### src/rtl/tau_pkg.sv
// Shared types and constants for the execute stage: opcodes, widths, instruction and E-stage records.
// Combinational definitions only; no latency.
// No flow control of its own.
package tau_pkg;

    localparam int DATA_W   = 8;
    localparam int NUM_REGS = 4;
    localparam int REG_AW   = $clog2(NUM_REGS);

    localparam logic [3:0] OP_ADD = 4'b0000;
    localparam logic [3:0] OP_SUB = 4'b0001;
    localparam logic [3:0] OP_INC = 4'b0010;
    localparam logic [3:0] OP_DEC = 4'b0100;
    localparam logic [3:0] OP_AND = 4'b1000;
    localparam logic [3:0] OP_OR  = 4'b1001;
    localparam logic [3:0] OP_NOT = 4'b1010;
    localparam logic [3:0] OP_XOR = 4'b1100;
    localparam logic [3:0] OP_SL  = 4'b1110;
    localparam logic [3:0] OP_SR  = 4'b0111;

    typedef struct packed {
        logic [3:0]        opcode;
        logic [REG_AW-1:0] rd;
        logic [REG_AW-1:0] rs1;
        logic [REG_AW-1:0] rs2;
        logic              use_imm;
        logic [DATA_W-1:0] imm;
    } instr_t;

    typedef struct packed {
        logic [3:0]        opcode;
        logic [REG_AW-1:0] rd;
        logic [DATA_W-1:0] op_a;
        logic [DATA_W-1:0] op_b;
    } e_stage_t;

    // True when a regfile read of rs must instead take the value being written this cycle.
    function automatic logic fwd_hit(input logic wr_en, input logic [REG_AW-1:0] wr_idx,
                                     input logic [REG_AW-1:0] rs);
        return wr_en && (wr_idx == rs);
    endfunction

endpackage

### src/rtl/alu.sv
// 8-bit combinational ALU: arithmetic, logic and single-bit shifts with carry/borrow out.
// Latency: zero cycles (purely combinational).
// No flow control; caller samples result whenever it needs it.
module alu
    import tau_pkg::*;
(
    input  logic [DATA_W-1:0] a,
    input  logic [DATA_W-1:0] b,
    input  logic [3:0]        opcode,
    output logic [DATA_W-1:0] result,
    output logic              carry
);

    logic [DATA_W:0] wide;

    // Only ADD/SUB ever set the top bit; every other op leaves it 0.
    always_comb begin
        wide = '0;
        case (opcode)
            OP_ADD:  wide = {1'b0, a} + {1'b0, b};
            OP_SUB:  wide = {1'b0, a} - {1'b0, b};
            OP_INC:  wide = {1'b0, a + 8'd1};
            OP_DEC:  wide = {1'b0, a - 8'd1};
            OP_AND:  wide = {1'b0, a & b};
            OP_OR:   wide = {1'b0, a | b};
            OP_NOT:  wide = {1'b0, ~a};
            OP_XOR:  wide = {1'b0, a ^ b};
            OP_SL:   wide = {1'b0, a << 1};
            OP_SR:   wide = {1'b0, a >> 1};
            default: wide = '0;
        endcase
    end

    assign result = wide[DATA_W-1:0];
    assign carry  = wide[DATA_W];

endmodule

### src/rtl/exec_regfile.sv
// NUM_REGS x DATA_W register file, two asynchronous read ports and one synchronous write port.
// Latency: reads combinational; a write is visible from the cycle after the write edge.
// No flow control; reset takes priority over a same-cycle write.
module exec_regfile
    import tau_pkg::*;
(
    input  logic              clk,
    input  logic              rst,
    input  logic [REG_AW-1:0] rd_addr_a,
    output logic [DATA_W-1:0] rd_data_a,
    input  logic [REG_AW-1:0] rd_addr_b,
    output logic [DATA_W-1:0] rd_data_b,
    input  logic              wr_en,
    input  logic [REG_AW-1:0] wr_addr,
    input  logic [DATA_W-1:0] wr_data
);

    logic [DATA_W-1:0] regs [NUM_REGS];

    always_ff @(posedge clk) begin
        if (rst) begin
            for (int i = 0; i < NUM_REGS; i++) begin
                regs[i] <= '0;
            end
        end else if (wr_en) begin
            regs[wr_addr] <= wr_data;
        end
    end

    assign rd_data_a = regs[rd_addr_a];
    assign rd_data_b = regs[rd_addr_b];

endmodule

### src/rtl/alu_exec_unit.sv
// Execute stage: operand read with forwarding, ALU, regfile writeback, registered result to downstream.
// Latency: accepted at edge N, result registered at edge N+1; one instruction per cycle sustained.
// Backpressure: a stalled output holds E, which drops in_ready; nothing is dropped or duplicated.
module alu_exec_unit
    import tau_pkg::*;
(
    input  logic              clk,
    input  logic              rst,
    input  logic              in_valid,
    output logic              in_ready,
    input  logic [3:0]        in_opcode,
    input  logic [REG_AW-1:0] in_rd,
    input  logic [REG_AW-1:0] in_rs1,
    input  logic [REG_AW-1:0] in_rs2,
    input  logic              in_use_imm,
    input  logic [DATA_W-1:0] in_imm,
    output logic              out_valid,
    input  logic              out_ready,
    output logic [DATA_W-1:0] out_result,
    output logic [REG_AW-1:0] out_rd,
    output logic              out_carry,
    output logic              out_zero
);

    instr_t            instr;
    e_stage_t          e_q;
    e_stage_t          e_d;
    logic              e_valid;
    logic              e_fire;
    logic              accept;
    logic [DATA_W-1:0] rf_a;
    logic [DATA_W-1:0] rf_b;
    logic [DATA_W-1:0] alu_result;
    logic              alu_carry;

    assign instr = {in_opcode, in_rd, in_rs1, in_rs2, in_use_imm, in_imm};

    assign e_fire   = e_valid & (~out_valid | out_ready);
    assign in_ready = ~rst & (~e_valid | e_fire);
    assign accept   = in_valid & in_ready;

    exec_regfile u_regfile (
        .clk       (clk),
        .rst       (rst),
        .rd_addr_a (instr.rs1),
        .rd_data_a (rf_a),
        .rd_addr_b (instr.rs2),
        .rd_data_b (rf_b),
        .wr_en     (e_fire),
        .wr_addr   (e_q.rd),
        .wr_data   (alu_result)
    );

    alu u_alu (
        .a      (e_q.op_a),
        .b      (e_q.op_b),
        .opcode (e_q.opcode),
        .result (alu_result),
        .carry  (alu_carry)
    );

    // The instruction retiring from E this cycle has not reached the regfile yet, so take its result directly.
    always_comb begin
        e_d        = '0;
        e_d.opcode = instr.opcode;
        e_d.rd     = instr.rd;
        e_d.op_a   = fwd_hit(e_fire, e_q.rd, instr.rs1) ? alu_result : rf_a;
        if (instr.use_imm) begin
            e_d.op_b = instr.imm;
        end else begin
            e_d.op_b = fwd_hit(e_fire, e_q.rd, instr.rs2) ? alu_result : rf_b;
        end
    end

    always_ff @(posedge clk) begin
        if (rst) begin
            e_valid <= 1'b0;
            e_q     <= '0;
        end else if (accept) begin
            e_valid <= 1'b1;
            e_q     <= e_d;
        end else if (e_fire) begin
            e_valid <= 1'b0;
        end
    end

    // A refill from E in the same cycle as a drain keeps out_valid high.
    always_ff @(posedge clk) begin
        if (rst) begin
            out_valid  <= 1'b0;
            out_result <= '0;
            out_rd     <= '0;
            out_carry  <= 1'b0;
            out_zero   <= 1'b0;
        end else if (e_fire) begin
            out_valid  <= 1'b1;
            out_result <= alu_result;
            out_rd     <= e_q.rd;
            out_carry  <= alu_carry;
            out_zero   <= (alu_result == '0);
        end else if (out_valid && out_ready) begin
            out_valid  <= 1'b0;
        end
    end

endmodule

### config.mk
export PLATFORM = sky130hd
export DESIGN_NAME = alu_exec_unit
export DESIGN_NICKNAME = d
export VERILOG_FILES = /design/src/rtl/tau_pkg.sv /design/src/rtl/alu.sv /design/src/rtl/exec_regfile.sv /design/src/rtl/alu_exec_unit.sv
export SDC_FILE = /design/constraint.sdc
export NUM_CORES = 1
export LEC_CHECK = 0
export BUFFER_PORTS_ARGS = -buffer_cell sky130_fd_sc_hd__buf_2
export CORE_MARGIN = 1
export CORE_UTILIZATION = 55
export DETAILED_ROUTE_END_ITERATION = 8
export HOLD_SLACK_MARGIN = 0.05
export PLACE_DENSITY = 0.89
export SLEW_MARGIN = 40
export SYNTH_ARGS = -nofsm -noshare
export SYNTH_HDL_FRONTEND = slang
export SYNTH_SLANG_ARGS = --single-unit
### constraint.sdc
create_clock -name clk -period 3.35 [get_ports clk]
set_input_delay 0.67 -clock clk [delete_from_list [all_inputs] [get_ports clk]]
set_output_delay 0.67 -clock clk [all_outputs]
set_load 0.01 [all_outputs]
==> metrics.md, run 1 <==
| Metric | Value |
|---|---|
| Synth warnings | 0 |
| Global route overflow | 0 |
| Fin nets | 611 |
| Cts bufs inserted | 9 |
| Critical path class | reg -> reg |
| Setup Viol. Count Final | 0 |
| Status | finished clean |
| Routability Congestion | 1.02 |
| Ant diodes | 0 |
| Detailed Place HPWL | 9910 um |
| Fraction of layout instances using a drive strength above 1 | 20.0% |
| Synth Area in XOR/XNOR | 3.11% |
| Layout Utilization | 64.3% |
| Non-filler cells, final | 665 |
| Setup Slack @ Placement | 0.165 ns |
| Post-synthesis async set-or-reset flop share | 0% |
| Synth Area in Adders | 8.93% |
| Data arrival time of the worst path | 3.53 ns |
| Largest family of logic cells by synthesized area | simple AND/OR/NAND/NOR gates |
| R2r setup slk | 0.12 ns |
| Synth Area in Simple Gates | 20.2% |
| Area growth, synth to finish | 12.0% |
| Max FO, Critical Path | 8 |
| Mux share of post-synthesis cell area | 10.0% |
| Post-Syn Area per Cell | 9.28 um^2 |
| Rows | 33 |
| DR iter-0 viols | 339 |
| Antenna Nets Post-Route | 0 |
| Die width | 95.3 um |
| Routed WL per cell | 20.0 um |
| Largest net degree at the start of global routing | 30 |
| Core Area | 0.00834 mm^2 |
| Post-synth cell types | 63 |
| Compound-Gate Fraction of Synth Area | 18.0% |
| Level count of the clock H-tree | 3 |
| Setup crit end kind | register |
| Hold WC Path Type | reg -> reg |
| Final Power | 2.64 mW |
| Flops & latches, synth | 68 |
| DR vias | 4333 |
| Post-synth EDFFs | 32 |
| Peak supply drop | 0.387 mV |
| Fin. Hold Viols | 0 |
| Rel. slew slack | 51.5% |
| Initial Util | 57.4% |
| Post-Place Cells | 649 |
| Grt met1 use | 37.8% |
| Sequential area share after synthesis | 35.1% |
| Setup Skew | 0.00615 ns |
| GRT Total Usage | 30.7% |
| DR vias/cell | 6.52 |
| Post-CTS setup buffer count | 0 |
| F_max | 0.309 GHz |
| Fin Hold WS | 0.460 ns |
| Worst-skew pair later-pin latency | 0.35 ns |
| Min setup slack post-route | 0.119 ns |
| I/O Buffers | 36 |
| GRT Max-Usage Layer | met2 |
| Global Route met2 Usage | 51.5% |
| Initial antenna violation count | 0 |
| CTS tree | yes |
| Startpoint types | register |
| Slew @ Worst Pin | 0.728 ns |
| Post-Syn Instances | 516 |
| P_leak | 2.10 nW |
| Clock Tree Buf Depth | 2 |
| DRC | 0 |
| Post-Syn Nets | 572 |
| Clk slew on worst S/H paths | 0.08 ns |
| Final period utilization | 96.5% |
| Die area | 0.00909 mm^2 |
| Drt first pass iters | 6 |
| MaxCap Viol Count | 0 |
| Vert. Die Dim | 95.3 um |
| Synth Cell Area | 0.00479 mm^2 |
| Clock root cell | clkbuf_8 |
| WL final | 13300 um |
| Vias in the first global route | 4216 |
| Met3 usage | 5.34% |
| CTS sink cnt | 68 |
| CP Data Required Time | 3.65 ns |
| Pwr dens | 492 mW/mm^2 |
| IO Count | 37 |
| Top FF cell, synth | dfxtp_1 |
| Final min period | 3.23 ns |
| Global-route wire length before repair | 20800 um |
| Max-slew violations | 0 |
-- power breakdown --
| part | internal [mW] | switching (mW) | total [mW] |
|---|---|---|---|
| logic | 0.392 | 0.546 | 0.938 |
| registers | 0.930 | 0.0590 | 0.989 |
| clock network | 0.386 | 0.326 | 0.711 |
-- state kept, by name, summed over array words and instances, names as in the netlist --
register and flops:
out_rd 2, e_valid 1, out_zero 1, out_valid 1, u_regfile.regs 32, e_q 22
out_carry 1, out_result 8
-- cell usage in the layout, fill, tap and decap left out, types with 3 or more instances in the layout --
cell type  count
nor2_1        67
nand2_1       38
dfxtp_1       36
buf_2         36
edfxtp_1      32
ha_1          31
o21ai_0       29
a21oi_1       23
buf_4         23
inv_1         21
a211oi_1      20
mux4_2        16
nor3_1        14
nand2b_1      13
xnor2_1       13
mux2i_1       11
or3_1         10
clkbuf_8       9
nand3_1        8
nand3b_1       8
nor2b_1        7
or2_2          6
o32ai_1        5
o22ai_1        5
o31ai_1        5
xor2_1         4
o21a_1         4
o211ai_1       4
nor3_2         3
a31oi_1        3
a31o_2         3
o22a_1         3
and4b_1        3
and2_1         3
clkinv_2       3
-- worst paths after layout --
path | cells past startpoint | from | endpoint
worst max-delay path | 14 | e_q[19]$_SDFFE_PP0P_ | e_q[5]$_SDFFE_PP0P_
worst min-delay path | 2 | out_rd[0]$_SDFFE_PP0P_ | out_rd[0]$_SDFFE_PP0P_
worst max register to register | 14 | e_q[19]$_SDFFE_PP0P_ | e_q[5]$_SDFFE_PP0P_
worst min register to register | 2 | out_rd[0]$_SDFFE_PP0P_ | out_rd[0]$_SDFFE_PP0P_
-- cells by family after synthesis --
| family | after synthesis |
|---|---|
| fa+ha+maj | 33 |
| mux | 28 |
| compound gates | 125 |
| buf+inv | 53 |
| flops | 68 |
| simple gates | 192 |
| xor+xnor | 17 |
-- critical path, stage by stage, from the launching register on --
cell	delay, ns
dfxtp_1	0.34
or2b_1	0.28
nor3_4	0.20
buf_4	0.18
a21oi_1	0.05
xnor2_1	0.14
ha_1	0.34
o21ai_0	0.10
a21oi_1	0.08
or4b_2	0.61
o21ai_0	0.14
a221oi_2	0.11
buf_4	0.20
o2111ai_1	0.22
o311a_1	0.20
-- layer usage --
metal	routed length (um)	vias to the layer above
met5	0	-
met4	451	0
met3	1190	54
met2	6520	251
met1	5140	2049
li1	-	1979
-- cell usage after synthesis, drive strengths merged, types with 4 or more instances --
| cell | instances | area, um^2 |
|---|---|---|
| nor2 | 67 | 251 |
| mux2i | 12 | 120 |
| nor2b | 7 | 43.8 |
| or2 | 6 | 37.5 |
| mux4 | 16 | 360 |
| xnor2 | 13 | 114 |
| dfxtp | 36 | 721 |
| buf | 12 | 68.8 |
| nand3b | 8 | 60.1 |
| a211oi | 22 | 175 |
| clkbuf | 19 | 71.3 |
| nor3 | 18 | 100 |
| and2 | 4 | 25.0 |
| a21oi | 23 | 115 |
| inv | 21 | 78.8 |
| nand2 | 38 | 143 |
| o31ai | 5 | 37.5 |
| nand3 | 8 | 40.0 |
| edfxtp | 32 | 961 |
| o21a | 4 | 30.0 |
| or3 | 11 | 73.8 |
| ha | 31 | 388 |
| o22ai | 5 | 31.3 |
| o211ai | 4 | 30.0 |
| nand2b | 13 | 81.3 |
| o32ai | 5 | 43.8 |
| xor2 | 4 | 35.0 |
| o21ai | 29 | 145 |
-- through the flow --
| step | cell area, um^2 | TNS (ns) |
|---|---|---|
| 2_1_floorplan | 4800 | 0 |
| 3_3_place_gp | 5140 | 0 |
| 4_1_cts | 5350 | 0 |
| 3_5_place_dp | 5140 | 0 |
| 6_report | 5370 | 0 |
| 5_1_grt | 5370 | -0.0197 |
-- what timing repair did --
item	in CTS	in global routing
hold endpoints to repair	0	0
gates resized for setup	0	3
setup endpoints to repair	0	9
hold buffers	0	0
-- layout make-up --
class / count / area, um^2
Fill cell: 690 / 2980
Multi-Input combinational cell: 395 / 2910
Sequential cell: 68 / 1680
Timing Repair Buffer: 59 / 353
Clock buffer: 10 / 149
Tap cell: 105 / 131
Inverter: 22 / 82.6
Clock inverter: 6 / 61.3
Note: power is estimated with default switching activity, not from simulation.
==> run 2: changes to the inputs <==
--- a/config.mk
+++ b/config.mk
@@ -6,8 +6,10 @@
 export NUM_CORES = 1
 export LEC_CHECK = 0
 export BUFFER_PORTS_ARGS = -buffer_cell sky130_fd_sc_hd__buf_2
+export CELL_PAD_IN_SITES_DETAIL_PLACEMENT = 1
+export CELL_PAD_IN_SITES_GLOBAL_PLACEMENT = 1
 export CORE_MARGIN = 1
-export CORE_UTILIZATION = 55
+export CORE_UTILIZATION = 43
 export DETAILED_ROUTE_END_ITERATION = 8
 export HOLD_SLACK_MARGIN = 0.05
 export PLACE_DENSITY = 0.89
==> run 2 against run 1 <==
First-iteration DRC count shrank 29%. Flip-flop and latch count unchanged. Sequential power about the same.
==> metrics.md, run 2 (synthesized netlist as in run 1, its figures left out) <==
| Metric | Value |
|---|---|
| Rows | 38 |
| MaxCap Viol Count | 0 |
| Setup crit end kind | register |
| Core Area | 0.0108 mm^2 |
| Fin. Hold Viols | 0 |
| Cts bufs inserted | 9 |
| Multi-input combinational cell area | 0.00291 mm^2 |
| Rel. slew slack | 49.3% |
| Worst-skew pair later-pin latency | 0.35 ns |
| CTS tree | yes |
| Met2 WL | 7930 um |
| GRT Total Usage | 26.7% |
| Fraction of layout instances using a drive strength above 1 | 20.9% |
| Startpoint types | register |
| Hold Path Origin | out_carry$_SDFFE_PP0P_ |
| Setup Skew | 0.0125 ns |
| DR vias | 4274 |
| Die area | 0.0116 mm^2 |
| Post-Place Cells | 684 |
| Logic pwr share | 37.0% |
| F_max | 0.303 GHz |
| Largest net degree at the start of global routing | 28 |
| Ant diodes | 0 |
| Non-filler cells, final | 704 |
| FF+latch area | 0.00168 mm^2 |
| Peak supply drop | 0.372 mV |
| Final period utilization | 98.4% |
| Setup tns final | 0 ns |
| Uppermost layer routed | met4 |
| Vert. Die Dim | 108 um |
| Largest register FFs | 32 |
| Met3 Routed Length | 751 um |
| Internal Power | 1.64 mW |
| DR iter-0 viols | 239 |
| Crit. Startpoint | e_q[18]$_SDFFE_PP0P_ |
| Pwr dens | 477 mW/mm^2 |
| WL final | 14800 um |
| Detailed Place HPWL | 11200 um |
| Global route overflow | 0 |
| Drt first pass iters | 4 |
| Final Power | 2.59 mW |
| Slew @ Worst Pin | 0.761 ns |
| Seq pwr share | 38.3% |
| Antenna Nets Post-Route | 0 |
| Critical path class | reg -> reg |
| I/O Buffers | 36 |
| Fill count | 1267 |
| Max-slew violations | 0 |
| Data arrival time of the worst path | 3.58 ns |
| Top Registers | u_regfile.regs (32), e_q (22), out_result (8) |
| IO Count | 37 |
| Initial Util | 44.2% |
| Clk slew on worst S/H paths | 0.08 ns |
| Routed WL per cell | 21.1 um |
| Met1 wire length | 5800 um |
| Final min period | 3.30 ns |
| RSZ-0062 raised after global routing | yes |
| CP Data Required Time | 3.64 ns |
| Setup Viol. Count Final | 0 |
| Commonest non-fill, non-tap cell in the layout | nor2_1 |
| Clock root cell | clkbuf_8 |
| DRC | 0 |
| Layout Utilization | 50.0% |
| Die width | 108 um |
| Switching portion of total power | 36.7% |
| RR Startpoint | e_q[18]$_SDFFE_PP0P_ |
| Routability Congestion | 0.920 |
| P_leak | 2.11 nW |
| Net switching power | 949 uW |
| Clock share of power | 24.7% |
| Hold WC Path Type | reg -> reg |
| Fin nets | 615 |
| Clock Tree Buf Depth | 2 |
| Biggest register | u_regfile.regs |
| Most frequent cells in the layout | nor2_1 (67), nand2_1 (38), buf_2 (36) |
| Area growth, synth to finish | 13.2% |
| Initial antenna violation count | 0 |
| Max FO, Critical Path | 7 |
| Vias in the first global route | 4480 |
| Level count of the clock H-tree | 3 |
| Status | finished clean |
| CTS sink cnt | 68 |
| DR vias/cell | 6.07 |
| Global-route wire length before repair | 23500 um |
[run 2: changes by cell type in the layout (fill, tap and decap cells not counted), sizes merged]
cell,delta
clkinvlp,-1
inv,+1
bufinv,-1
clkinv,+1
buf,+4
[run 2: critical path, stage by stage, from the launching register on]
cell      delay [ns]
dfxtp_2         0.35
or2b_1          0.29
nor3_4          0.26
buf_6           0.16
a31oi_1         0.05
xnor2_1         0.15
ha_1            0.25
or2_2           0.31
nor3_1          0.35
mux2i_1         0.26
a211oi_2        0.08
buf_4           0.21
o21ai_0         0.26
o311a_1         0.24
[run 2: power by group through the flow]
stage	Clock (mW)	Sequential, mW	Combinational (mW)
after floorplan	0	0.987	0.608
after global placement	0	0.998	0.877
after detailed placement	0	1.01	0.915
after CTS	0.640	0.988	0.923
after global routing	0.676	0.997	1.04
final	0.638	0.992	0.958
[run 2: what timing repair did]
item / CTS / global route
pin swaps: 0 / 3
endpoints found under the setup margin: 1 / 6
buffers inserted: 0 / 4
gates resized for setup: 1 / 8
hold buffers: 0 / 0
[run 2: final timing paths]
| kind | endpoint | slack (ns) | cells past startpoint |
|---|---|---|---|
| max | e_q[7]$_SDFFE_PP0P_ | 0.05 | 13 |
| min reg2reg | out_carry$_SDFFE_PP0P_ | 0.45 | 2 |
| min | out_carry$_SDFFE_PP0P_ | 0.45 | 2 |
| max reg2reg | e_q[7]$_SDFFE_PP0P_ | 0.05 | 13 |
[run 2: per-stage QoR]
stage	hold slack, ns	setup slack, ns	cell area [um^2]
finish	0.451	0.0540	5420
detailed placement	0.448	0.0824	5180
floorplan	0.476	0.119	4800
global route	0.485	-0.0471	5420
CTS	0.458	0.0493	5370
global placement	0.444	0.230	5180
[run 2: area by class of cell]
class                      count  share of cell area [%]
clock buffer                  10                    2.75
clock inverter                 6                   0.669
inverter                      22                    1.52
multi-input combinational    395                    53.6
sequential                    68                    31.1
tap                          140                    3.23
timing repair buffer          63                    7.13
[run 2: metal layers]
metal / GRT usage, % / vias to the layer above
met5: 0 / -
met2: 47.9 / 148
met3: 3.57 / 24
met1: 32.1 / 2111
met4: 10.3 / 0
li1: - / 1991
==> run 3: changes to the inputs <==
--- a/config.mk
+++ b/config.mk
@@ -11,7 +11,9 @@
 export CORE_MARGIN = 1
 export CORE_UTILIZATION = 43
 export DETAILED_ROUTE_END_ITERATION = 8
+export GPL_ROUTABILITY_DRIVEN = 0
 export HOLD_SLACK_MARGIN = 0.05
+export MAX_ROUTING_LAYER = met4
 export PLACE_DENSITY = 0.89
 export SLEW_MARGIN = 40
 export SYNTH_ARGS = -nofsm -noshare
==> run 3 against run 2 <==
Via count is 0.33% lower. Fmax is 3.0% higher. First-iteration DRC count is 2.5% higher. Critical endpoint is now e_q[13]$_SDFFE_PP0P_. Non-clock buffer count is 6 lower. Highest routed layer unchanged. Clock power is 21% higher. Sequential power hardly changed. Critical path type unchanged.
==> metrics.md, run 3 (synthesized netlist as in run 1, its figures left out) <==
| Metric | Value |
|---|---|
| Initial antenna violation count | 0 |
| GRT Max-Usage Layer | met2 |
| Antenna Nets Post-Route | 0 |
| Worst-skew pair later-pin latency | 0.37 ns |
| Biggest register | u_regfile.regs |
| Ant diodes | 0 |
| Area growth, synth to finish | 12.7% |
| DR vias/cell | 6.10 |
| F_max | 0.312 GHz |
| Setup crit end kind | register |
| Slew @ Worst Pin | 0.794 ns |
| Most frequent cells in the layout | nor2_1 (67), nand2_1 (38), buf_2 (36) |
| GRT Total Usage | 28.1% |
| Level count of the clock H-tree | 3 |
| Largest net degree at the start of global routing | 28 |
| WHS Endpoint | out_rd[0]$_SDFFE_PP0P_ |
| Rel. slew slack | 47.1% |
| Multi-input combinational cell area | 0.00290 mm^2 |
| DR vias | 4260 |
| Peak supply drop | 0.353 mV |
| Clock Tree Buf Depth | 2 |
| Clock root cell | clkbuf_8 |
| DR iter-0 viols | 245 |
| Data arrival time of the worst path | 3.51 ns |
| Die width | 108 um |
| Vert. Die Dim | 108 um |
| Fin. Hold Viols | 0 |
| Detailed Place HPWL | 11300 um |
| R2r setup slk | 0.15 ns |
| CTS tree | yes |
| RR Startpoint | e_q[18]$_SDFFE_PP0P_ |
| Cts bufs inserted | 9 |
| Final min period | 3.20 ns |
| Global Route met2 Usage | 49.1% |
| Grt met1 use | 32.7% |
| DRC | 0 |
| Max FO, Critical Path | 8 |
| Clk slew on worst S/H paths | 0.08 ns |
| Status | finished clean |
| Startpoint types | register |
| Pwr dens | 498 mW/mm^2 |
| R2R depth | 14 |
| Rows | 38 |
| P_leak | 2.09 nW |
| Initial Util | 44.2% |
| Drt first pass iters | 5 |
| Max-slew violations | 0 |
| CP Data Required Time | 3.66 ns |
| Commonest non-fill, non-tap cell in the layout | nor2_1 |
| RSZ-0062 raised after global routing | no |
| Global route overflow | 0 |
| Setup Viol. Count Final | 0 |
| Worst R2R End | e_q[13]$_SDFFE_PP0P_ |
| Final period utilization | 95.5% |
| Post-CTS setup buffer count | 0 |
| Top Registers | u_regfile.regs (32), e_q (22), out_result (8) |
| Hold Path Origin | out_rd[0]$_SDFFE_PP0P_ |
| Global-route wire length before repair | 23900 um |
| Fill count | 1259 |
| WL final | 14800 um |
| CTS sink cnt | 68 |
| Setup Skew | 0.00699 ns |
| Routed WL per cell | 21.2 um |
| Final Power | 2.69 mW |
| Core Area | 0.0108 mm^2 |
| Hold depth | 2 |
| Met3 usage | 4.42% |
| Largest register FFs | 32 |
| FF+latch area | 0.00168 mm^2 |
| Vias in the first global route | 4459 |
| Fin nets | 609 |
| MaxCap Viol Count | 0 |
| Die area | 0.0116 mm^2 |
| IO Count | 37 |
| Fraction of layout instances using a drive strength above 1 | 19.5% |
| Setup tns final | 0 ns |
| Critical path class | reg -> reg |
| Hold WC Path Type | reg -> reg |
| I/O Buffers | 36 |
run 3: where the power goes:
| group | total, mW | internal (mW) | leakage (nW) | switching [mW] |
|---|---|---|---|---|
| registers | 0.993 | 0.931 | 0.628 | 0.0620 |
| clock network | 0.773 | 0.439 | 0.116 | 0.334 |
| logic | 0.926 | 0.377 | 1.35 | 0.549 |
| total | 2.69 | 1.75 | 2.09 | 0.946 |
run 3: final cells by class:
cell class / count / share of cell area (%)
Clock buffer: 10 / 2.55
Clock inverter: 6 / 1.62
Inverter: 22 / 1.53
Multi-Input combinational cell: 395 / 53.6
Sequential cell: 68 / 31.2
Tap cell: 140 / 3.24
Timing Repair Buffer: 57 / 6.25
run 3: through the flow:
stage                     instance area, um^2  utilization (%)  cells  hold slack, ns  setup slack, ns
after global routing                     5400             49.8    698           0.488          0.00384
after floorplan                          4800                -    516           0.476            0.119
final                                    5400             49.8    698           0.467            0.150
after CTS                                5390             49.8    698           0.470            0.110
after global placement                   5170             47.7    682           0.442            0.279
after detailed placement                 5170             47.7    682           0.458            0.131
run 3: worst max-delay path, stage by stage, from the launching register on:
cell and delay (ns):
dfxtp_1 0.33, or2b_1 0.28, nor3_4 0.18, buf_4 0.18, a21oi_1 0.05, xnor2_1 0.15
ha_1 0.34, o21ai_0 0.10, a21oi_1 0.09, or4b_2 0.61, o21ai_0 0.12, a221oi_2 0.11
buf_4 0.20, o31ai_1 0.25, and2_1 0.16
run 3: routing by layer:
| metal | wire length [um] | share of wire, % |
|---|---|---|
| met5 | 0 | 0 |
| met4 | 367 | 2.5 |
| met3 | 648 | 4.4 |
| met2 | 7720 | 52 |
| met1 | 6090 | 41 |
run 3: worst max path at each step:
stage,slack (ns),to,from
floorplan,0.12,out_zero$_SDFFE_PP0P_,e_q[18]$_SDFFE_PP0P_
global placement,0.28,e_q[5]$_SDFFE_PP0P_,e_q[18]$_SDFFE_PP0P_
detailed placement,0.13,e_q[13]$_SDFFE_PP0P_,e_q[18]$_SDFFE_PP0P_
CTS,0.11,e_q[5]$_SDFFE_PP0P_,e_q[18]$_SDFFE_PP0P_
global route,0.004,e_q[13]$_SDFFE_PP0P_,e_q[18]$_SDFFE_PP0P_
finish,0.15,e_q[13]$_SDFFE_PP0P_,e_q[18]$_SDFFE_PP0P_
run 3: what timing repair did:
action	CTS	global route
resized for setup	0	2
hold buffers	0	0
setup endpoints to repair	0	3
